### src/rtl/voice_allocator_pkg.sv
// Shared types and limits for the polyphonic voice allocator.
// Optional feature macro used by the allocator: SUSTAIN_PEDAL_EN.
package voice_allocator_pkg;

  localparam int MAX_VOICES = 16;

  typedef logic [6:0] note_t;

  typedef enum logic {
    ALLOC_IDLE,
    ALLOC_RETRIG
  } alloc_state_t;

endpackage

### src/rtl/voice_allocator_age_lru.sv
// Age permutation for the voice allocator: age 0 is the most recently allocated
// voice, VOICES-1 the oldest. Ages are registered; the oldest pick is combinational.
module voice_age_lru
  import voice_allocator_pkg::*;
#(
  parameter int VOICES = 4,
  parameter int IW     = $clog2(VOICES)
) (
  input  logic              i_clk,
  input  logic              i_reset,
  input  logic              i_touch,
  input  logic [IW-1:0]     i_idx,
  input  logic [VOICES-1:0] i_pref,
  output logic [IW-1:0]     o_oldest
);

  logic [IW-1:0] r_age [VOICES];
  logic          w_pref_found;
  logic [IW-1:0] w_pref_idx;
  logic [IW-1:0] w_pref_age;
  logic [IW-1:0] w_lru_idx;

  // Age update: touched voice becomes youngest, everything younger than it ages by one.
  always_ff @(posedge i_clk) begin
    if (!i_reset) begin
      for (int v = 0; v < VOICES; v++) begin
        r_age[v] <= IW'(v);
      end
    end else if (i_touch) begin
      for (int v = 0; v < VOICES; v++) begin
        if (IW'(v) == i_idx) begin
          r_age[v] <= '0;
        end else if (r_age[v] < r_age[i_idx]) begin
          r_age[v] <= r_age[v] + IW'(1'b1);
        end else begin
          r_age[v] <= r_age[v];
        end
      end
    end else begin
      for (int v = 0; v < VOICES; v++) begin
        r_age[v] <= r_age[v];
      end
    end
  end

  // Oldest voice overall, or the oldest among the preferred set when that set is non-empty.
  always_comb begin
    w_lru_idx    = '0;
    w_pref_found = 1'b0;
    w_pref_idx   = '0;
    w_pref_age   = '0;
    for (int v = 0; v < VOICES; v++) begin
      if (r_age[v] == IW'(VOICES - 1)) begin
        w_lru_idx = IW'(v);
      end else begin
        w_lru_idx = w_lru_idx;
      end
      if (i_pref[v] && (!w_pref_found || (r_age[v] > w_pref_age))) begin
        w_pref_found = 1'b1;
        w_pref_idx   = IW'(v);
        w_pref_age   = r_age[v];
      end else begin
        w_pref_found = w_pref_found;
      end
    end
    if (w_pref_found) begin
      o_oldest = w_pref_idx;
    end else begin
      o_oldest = w_lru_idx;
    end
  end

endmodule

### src/rtl/voice_allocator.sv
// Polyphonic note-to-voice allocator driving adsr gates and per-voice note numbers.
// Define SUSTAIN_PEDAL_EN to add the sustain pedal input and sustained-voice handling.
module voice_allocator
  import voice_allocator_pkg::*;
#(
  parameter int VOICES    = 4,
  parameter int NOTE_BITS = 7
) (
  input  logic                        i_clk,
  input  logic                        i_reset,
  input  logic                        i_ev_valid,
  output logic                        o_ev_ready,
  input  logic                        i_ev_note_on,
  input  logic [NOTE_BITS-1:0]        i_ev_note,
  input  logic [VOICES-1:0]           i_active,
  output logic [VOICES-1:0]           o_gate,
  output logic [VOICES*NOTE_BITS-1:0] o_voice_note
`ifdef SUSTAIN_PEDAL_EN
  ,
  input  logic                        i_sustain
`endif
);

  localparam int IW = $clog2(VOICES);

  alloc_state_t         r_state;
  logic                 r_ev_ready;
  logic [VOICES-1:0]    r_gate;
  logic [NOTE_BITS-1:0] r_note [VOICES];
  logic [IW-1:0]        r_victim;

  logic                 w_accept;
  logic                 w_on_acc;
  logic                 w_off_acc;
  logic                 w_hit_found;
  logic [IW-1:0]        w_hit_idx;
  logic                 w_free_found;
  logic [IW-1:0]        w_free_idx;
  logic                 w_rel_found;
  logic [IW-1:0]        w_rel_idx;
  logic [VOICES-1:0]    w_off_mask;
  logic [IW-1:0]        w_oldest;
  logic [IW-1:0]        w_alloc_idx;
  logic                 w_alloc_two;
  logic [VOICES-1:0]    w_gate_nxt;
  logic [VOICES-1:0]    w_pref;

`ifdef SUSTAIN_PEDAL_EN
  logic                 r_sus_d;
  logic [VOICES-1:0]    r_sus;
  logic [VOICES-1:0]    w_sus_nxt;
  logic                 w_sus_fall;
  assign w_sus_fall = r_sus_d && !i_sustain;
  assign w_pref     = r_sus;
`else
  assign w_pref     = '0;
`endif

  assign w_accept  = i_ev_valid && r_ev_ready;
  assign w_on_acc  = w_accept && i_ev_note_on;
  assign w_off_acc = w_accept && !i_ev_note_on;

  assign o_ev_ready = r_ev_ready;
  assign o_gate     = r_gate;

  for (genvar g = 0; g < VOICES; g++) begin : g_note_out
    assign o_voice_note[g*NOTE_BITS +: NOTE_BITS] = r_note[g];
  end

  voice_age_lru #(
    .VOICES (VOICES),
    .IW     (IW)
  ) u_age (
    .i_clk    (i_clk),
    .i_reset  (i_reset),
    .i_touch  (w_on_acc),
    .i_idx    (w_alloc_idx),
    .i_pref   (w_pref),
    .o_oldest (w_oldest)
  );

  // Priority encoders; scanning downward leaves the lowest matching index.
  always_comb begin
    w_hit_found  = 1'b0;
    w_hit_idx    = '0;
    w_free_found = 1'b0;
    w_free_idx   = '0;
    w_rel_found  = 1'b0;
    w_rel_idx    = '0;
    w_off_mask   = '0;
    for (int v = VOICES - 1; v >= 0; v--) begin
      if (r_gate[v]) begin
        if (r_note[v] == i_ev_note) begin
          w_hit_found   = 1'b1;
          w_hit_idx     = IW'(v);
          w_off_mask[v] = 1'b1;
        end else begin
          w_off_mask[v] = 1'b0;
        end
      end else begin
        w_rel_found = 1'b1;
        w_rel_idx   = IW'(v);
        if (!i_active[v]) begin
          w_free_found = 1'b1;
          w_free_idx   = IW'(v);
        end else begin
          w_free_found = w_free_found;
        end
      end
    end
    if (w_hit_found) begin
      w_alloc_idx = w_hit_idx;
      w_alloc_two = 1'b1;
    end else if (w_free_found) begin
      w_alloc_idx = w_free_idx;
      w_alloc_two = 1'b0;
    end else if (w_rel_found) begin
      w_alloc_idx = w_rel_idx;
      w_alloc_two = 1'b0;
    end else begin
      w_alloc_idx = w_oldest;
      w_alloc_two = 1'b1;
    end
  end

  // Next gate vector; a retrigger/steal drops the gate for exactly one cycle.
  always_comb begin
    w_gate_nxt = r_gate;
`ifdef SUSTAIN_PEDAL_EN
    w_sus_nxt = r_sus;
    if (w_sus_fall) begin
      w_gate_nxt = w_gate_nxt & ~r_sus;
      w_sus_nxt  = '0;
    end else begin
      w_sus_nxt  = r_sus;
    end
`endif
    case (r_state)
      ALLOC_IDLE: begin
        if (w_on_acc) begin
          w_gate_nxt[w_alloc_idx] = !w_alloc_two;
`ifdef SUSTAIN_PEDAL_EN
          w_sus_nxt[w_alloc_idx]  = 1'b0;
`endif
        end else if (w_off_acc) begin
`ifdef SUSTAIN_PEDAL_EN
          if (i_sustain) begin
            w_sus_nxt = w_sus_nxt | w_off_mask;
          end else begin
            w_gate_nxt = w_gate_nxt & ~w_off_mask;
          end
`else
          w_gate_nxt = w_gate_nxt & ~w_off_mask;
`endif
        end else begin
          w_gate_nxt = w_gate_nxt;
        end
      end
      ALLOC_RETRIG: w_gate_nxt[r_victim] = 1'b1;
      default:      w_gate_nxt = r_gate;
    endcase
  end

  // Allocator FSM with registered gate, note and ready outputs.
  always_ff @(posedge i_clk) begin
    if (!i_reset) begin
      r_state    <= ALLOC_IDLE;
      r_ev_ready <= 1'b0;
      r_gate     <= '0;
      r_victim   <= '0;
      for (int v = 0; v < VOICES; v++) begin
        r_note[v] <= '0;
      end
`ifdef SUSTAIN_PEDAL_EN
      r_sus   <= '0;
      r_sus_d <= 1'b0;
`endif
    end else begin
      r_gate <= w_gate_nxt;
`ifdef SUSTAIN_PEDAL_EN
      r_sus   <= w_sus_nxt;
      r_sus_d <= i_sustain;
`endif
      case (r_state)
        ALLOC_IDLE: begin
          if (w_on_acc) begin
            r_note[w_alloc_idx] <= i_ev_note;
            if (w_alloc_two) begin
              r_state    <= ALLOC_RETRIG;
              r_victim   <= w_alloc_idx;
              r_ev_ready <= 1'b0;
            end else begin
              r_ev_ready <= 1'b1;
            end
          end else begin
            r_ev_ready <= 1'b1;
          end
        end
        ALLOC_RETRIG: begin
          r_state    <= ALLOC_IDLE;
          r_ev_ready <= 1'b1;
        end
        default: begin
          r_state    <= ALLOC_IDLE;
          r_ev_ready <= 1'b1;
        end
      endcase
    end
  end

endmodule

### config.mk
export PLATFORM = sky130hd
export DESIGN_NAME = voice_allocator
export DESIGN_NICKNAME = d
export VERILOG_FILES = /design/src/rtl/voice_allocator_pkg.sv /design/src/rtl/voice_allocator_age_lru.sv /design/src/rtl/voice_allocator.sv
export SDC_FILE = /design/constraint.sdc
export NUM_CORES = 1
export LEC_CHECK = 0
export BUFFER_PORTS_ARGS = -buffer_cell sky130_fd_sc_hd__buf_2
export CAP_MARGIN = 20
export CORE_MARGIN = 10
export CORE_UTILIZATION = 52
export CTS_CLUSTER_SIZE = 16
export DETAILED_ROUTE_END_ITERATION = 8
export GPL_ROUTABILITY_DRIVEN = 0
export MAX_ROUTING_LAYER = met4
export PLACE_DENSITY = 0.75
export SLEW_MARGIN = 25
export SYNTH_ARGS = -nofsm -noshare
export SYNTH_HDL_FRONTEND = slang
export SYNTH_SLANG_ARGS = --single-unit
### constraint.sdc
create_clock -name i_clk -period 8.9 [get_ports i_clk]
set_clock_uncertainty 0.2 [all_clocks]
set_input_delay 1.78 -clock i_clk [delete_from_list [all_inputs] [get_ports i_clk]]
set_output_delay 1.78 -clock i_clk [all_outputs]
set_load 0.05 [all_outputs]
==> run metrics <==
vias post-DR approximately 2400; Critical Path AT just over 5 ns; CTS tree built; crit-path max FO 14; die area between 8000 and 9000 um^2; clock buffer depth 2; crit share post-route about three fifths; vias in the first global route 2351; nets about 350; layout cells sized above 1 between 20 and 25%; # IOs 48; Die X 93.2 um; Top FF cell, synth edfxtp_1; global-route wire length before repair about 12 mm; Vert. Die Dim 93.2 um; Mapped Nets slightly above 300; VDD IR max between 0.08 and 0.09 mV; 1st-iter DRT viols 222; clock buffer count from CTS 5; Post-Syn Area per Cell 9.63 um^2; Layout area overhead 13.5%; worst hold margin roughly 0.37 ns; Avg WL per Cell 18.2 um; number of port buffers 47; Post-CTS Hold Fix Bufs 0; RSZ-0062 raised after global routing false; # H-tree levels 2; Peak Freq 189 MHz; n_diodes 0; Leak 1.30 nW; actual transition at the worst max-transition pin 0.904 ns; sw frac around 33%; Antenna Nets Post-Route 0; First-pass DRT Iterations 5; critical path capture point type flop; Initial Util a little over half; total grt overflow 0; total track usage between 15 and 20%; initial antenna violation count 0; P_int 0.359 mW; Slew headroom 38.2%; Yosys cell types approximately 60; share of power burned in the clock network a little under a third; reg2reg setup slack around 4.8 ns; share of the yosys chip area belonging to registers between 40% and 50%; Post-synth EDFFs 36; Vias per Instance ~6.0; core area 5140 um^2; CP Launch Type input pin; outcome finished, final reports clean; worst hold-check path type reg -> reg; final hold vios 0; Ys Warns 0; setup violators final 0; post-DP HPWL approximately 5.5 mm; CTS Root Cell clkbuf_8; Reg power frac about 46%; Pwr Total approximately 0.54 mW; commonest non-fill, non-tap cell in the layout buf_2; Resize count post-CTS 0; setup ws final 3.62 ns; Clk pin slew, worst setup/hold paths about 0.09 ns; pre-CTS setup slack roughly 3.4 ns; # rows 26; Routed Wire Length 7.23 mm; most frequent cells in the layout 47 x buf_2, 36 x edfxtp_1, 34 x nor2_1; Required @ worst endpoint 8.76 ns; setup TNS 0 ns; clk sinks between 40 and 50; class of the most critical setup path in -> reg; Post-Syn Area between 2000 and 3000 um^2; Syn Inst Count a little under 300; final max-slew violation count 0; Setup Buffers After CTS 0; largest net degree at the start of global routing 27; P per Cell Area approximately 170 nW/um^2; Synth Register Bits 44; Tmin final 5.28 ns; drt drc 0; async set-reset flop share out of synthesis 0%; Worst-Skew Late Latency around 0.3 ns; Max Cap Viol 0; Comb pwr share between 20% and 30%; Switching Power about 0.18 mW
[Yosys cell counts, types with 2 or more instances]
cell | number | area, um^2
a21o_1 | 2 | 15.0
a21oi_1 | 10 | 50.1
a21oi_2 | 2 | 17.5
a31oi_1 | 7 | 43.8
and2_1 | 2 | 12.5
and3_1 | 6 | 37.5
and4_1 | 2 | 17.5
buf_2 | 8 | 40.0
clkbuf_1 | 7 | 26.3
dfxtp_1 | 8 | 160
edfxtp_1 | 36 | 1080
ha_1 | 7 | 87.6
inv_1 | 14 | 52.6
mux2i_1 | 2 | 20.0
nand2_1 | 28 | 105
nand2b_1 | 4 | 25.0
nand3_1 | 12 | 60.1
nand4_1 | 3 | 18.8
nor2_1 | 34 | 128
nor2b_1 | 4 | 25.0
nor3_1 | 9 | 45.0
nor3b_1 | 3 | 22.5
o211ai_1 | 3 | 22.5
o21ai_0 | 11 | 55.1
o31ai_1 | 4 | 30.0
or2_2 | 2 | 12.5
xnor2_1 | 13 | 114
xor2_1 | 15 | 131
[worst max-delay path: stages]
cell	delay (ns)
buf_2	0.15
xnor2_1	0.19
nand4_1	0.18
or4_4	0.57
and3_1	0.23
a21oi_2	0.56
o21ai_0	0.15
a221oi_1	0.51
ha_1	0.37
nor2_1	0.09
a21oi_1	0.06
or2_2	0.29
[power groups by stage]
stage / logic, mW / clock network, mW / registers (mW)
floorplan: 0.0735 / 0 / 0.274
global placement: 0.123 / 0 / 0.252
detailed placement: 0.125 / 0 / 0.252
CTS: 0.126 / 0.163 / 0.247
global route: 0.139 / 0.169 / 0.248
finish: 0.127 / 0.161 / 0.247
[per-layer routing]
layer / vias up / track usage, % / part of all wire [%]
met5: - / - / 0
met4: 0 / 7.58 / 2.5
met3: 24 / 3.52 / 6.7
met2: 104 / 27.3 / 48
met1: 1144 / 20.6 / 43
li1: 1123 / - / -
[logic make-up (layout without fill, tap and decap cells)]
kind of cell / Yosys count / count (layout) / synth area share [%]
AO/OA/AOI/OAI: 58 / 58 / 15.6
XOR/XNOR: 28 / 28 / 8.81
adder cells (fa/ha/maj): 7 / 7 / 3.15
buffers and inverters: 30 / 69 / 4.67
flip-flops: 44 / 44 / 44.6
multiplexers: 2 / 2 / 0.719
AND/OR/NAND/NOR: 120 / 120 / 22.5
[metrics by stage]
stage | cell area [um^2] | util, % | instances
CTS | 3140 | 61.2 | 398
finish | 3160 | 61.5 | 398
detailed placement | 3030 | 58.9 | 390
global route | 3160 | 61.5 | 398
floorplan | 2780 | - | 289
global placement | 3030 | 58.9 | 390
[registers in the layout, summed over array words and instances, names as in the netlist]
name	flops
r_victim	2
r_note	28
u_age.r_age	8
o_gate	4
o_ev_ready	1
r_state	1
[final cells by class]
class / instances / area (um^2)
clock buffer: 5 / 68.8
clock inverter: 3 / 46.3
fill: 461 / 1980
inverter: 14 / 52.6
multi-input combinational: 215 / 1430
sequential: 44 / 1240
tap: 70 / 87.6
timing repair buffer: 47 / 235
[final timing paths]
| path | depth (start not counted) | to | start |
|---|---|---|---|
| max | 12 | u_age.r_age[3][0] | i_ev_note[5] |
| min | 2 | r_victim[1] | r_victim[1] |
| max reg2reg | 11 | u_age.r_age[3][0] | r_note[2][2] |
| min reg2reg | 2 | r_victim[1] | r_victim[1] |
Power figures use the tool's default switching activity.
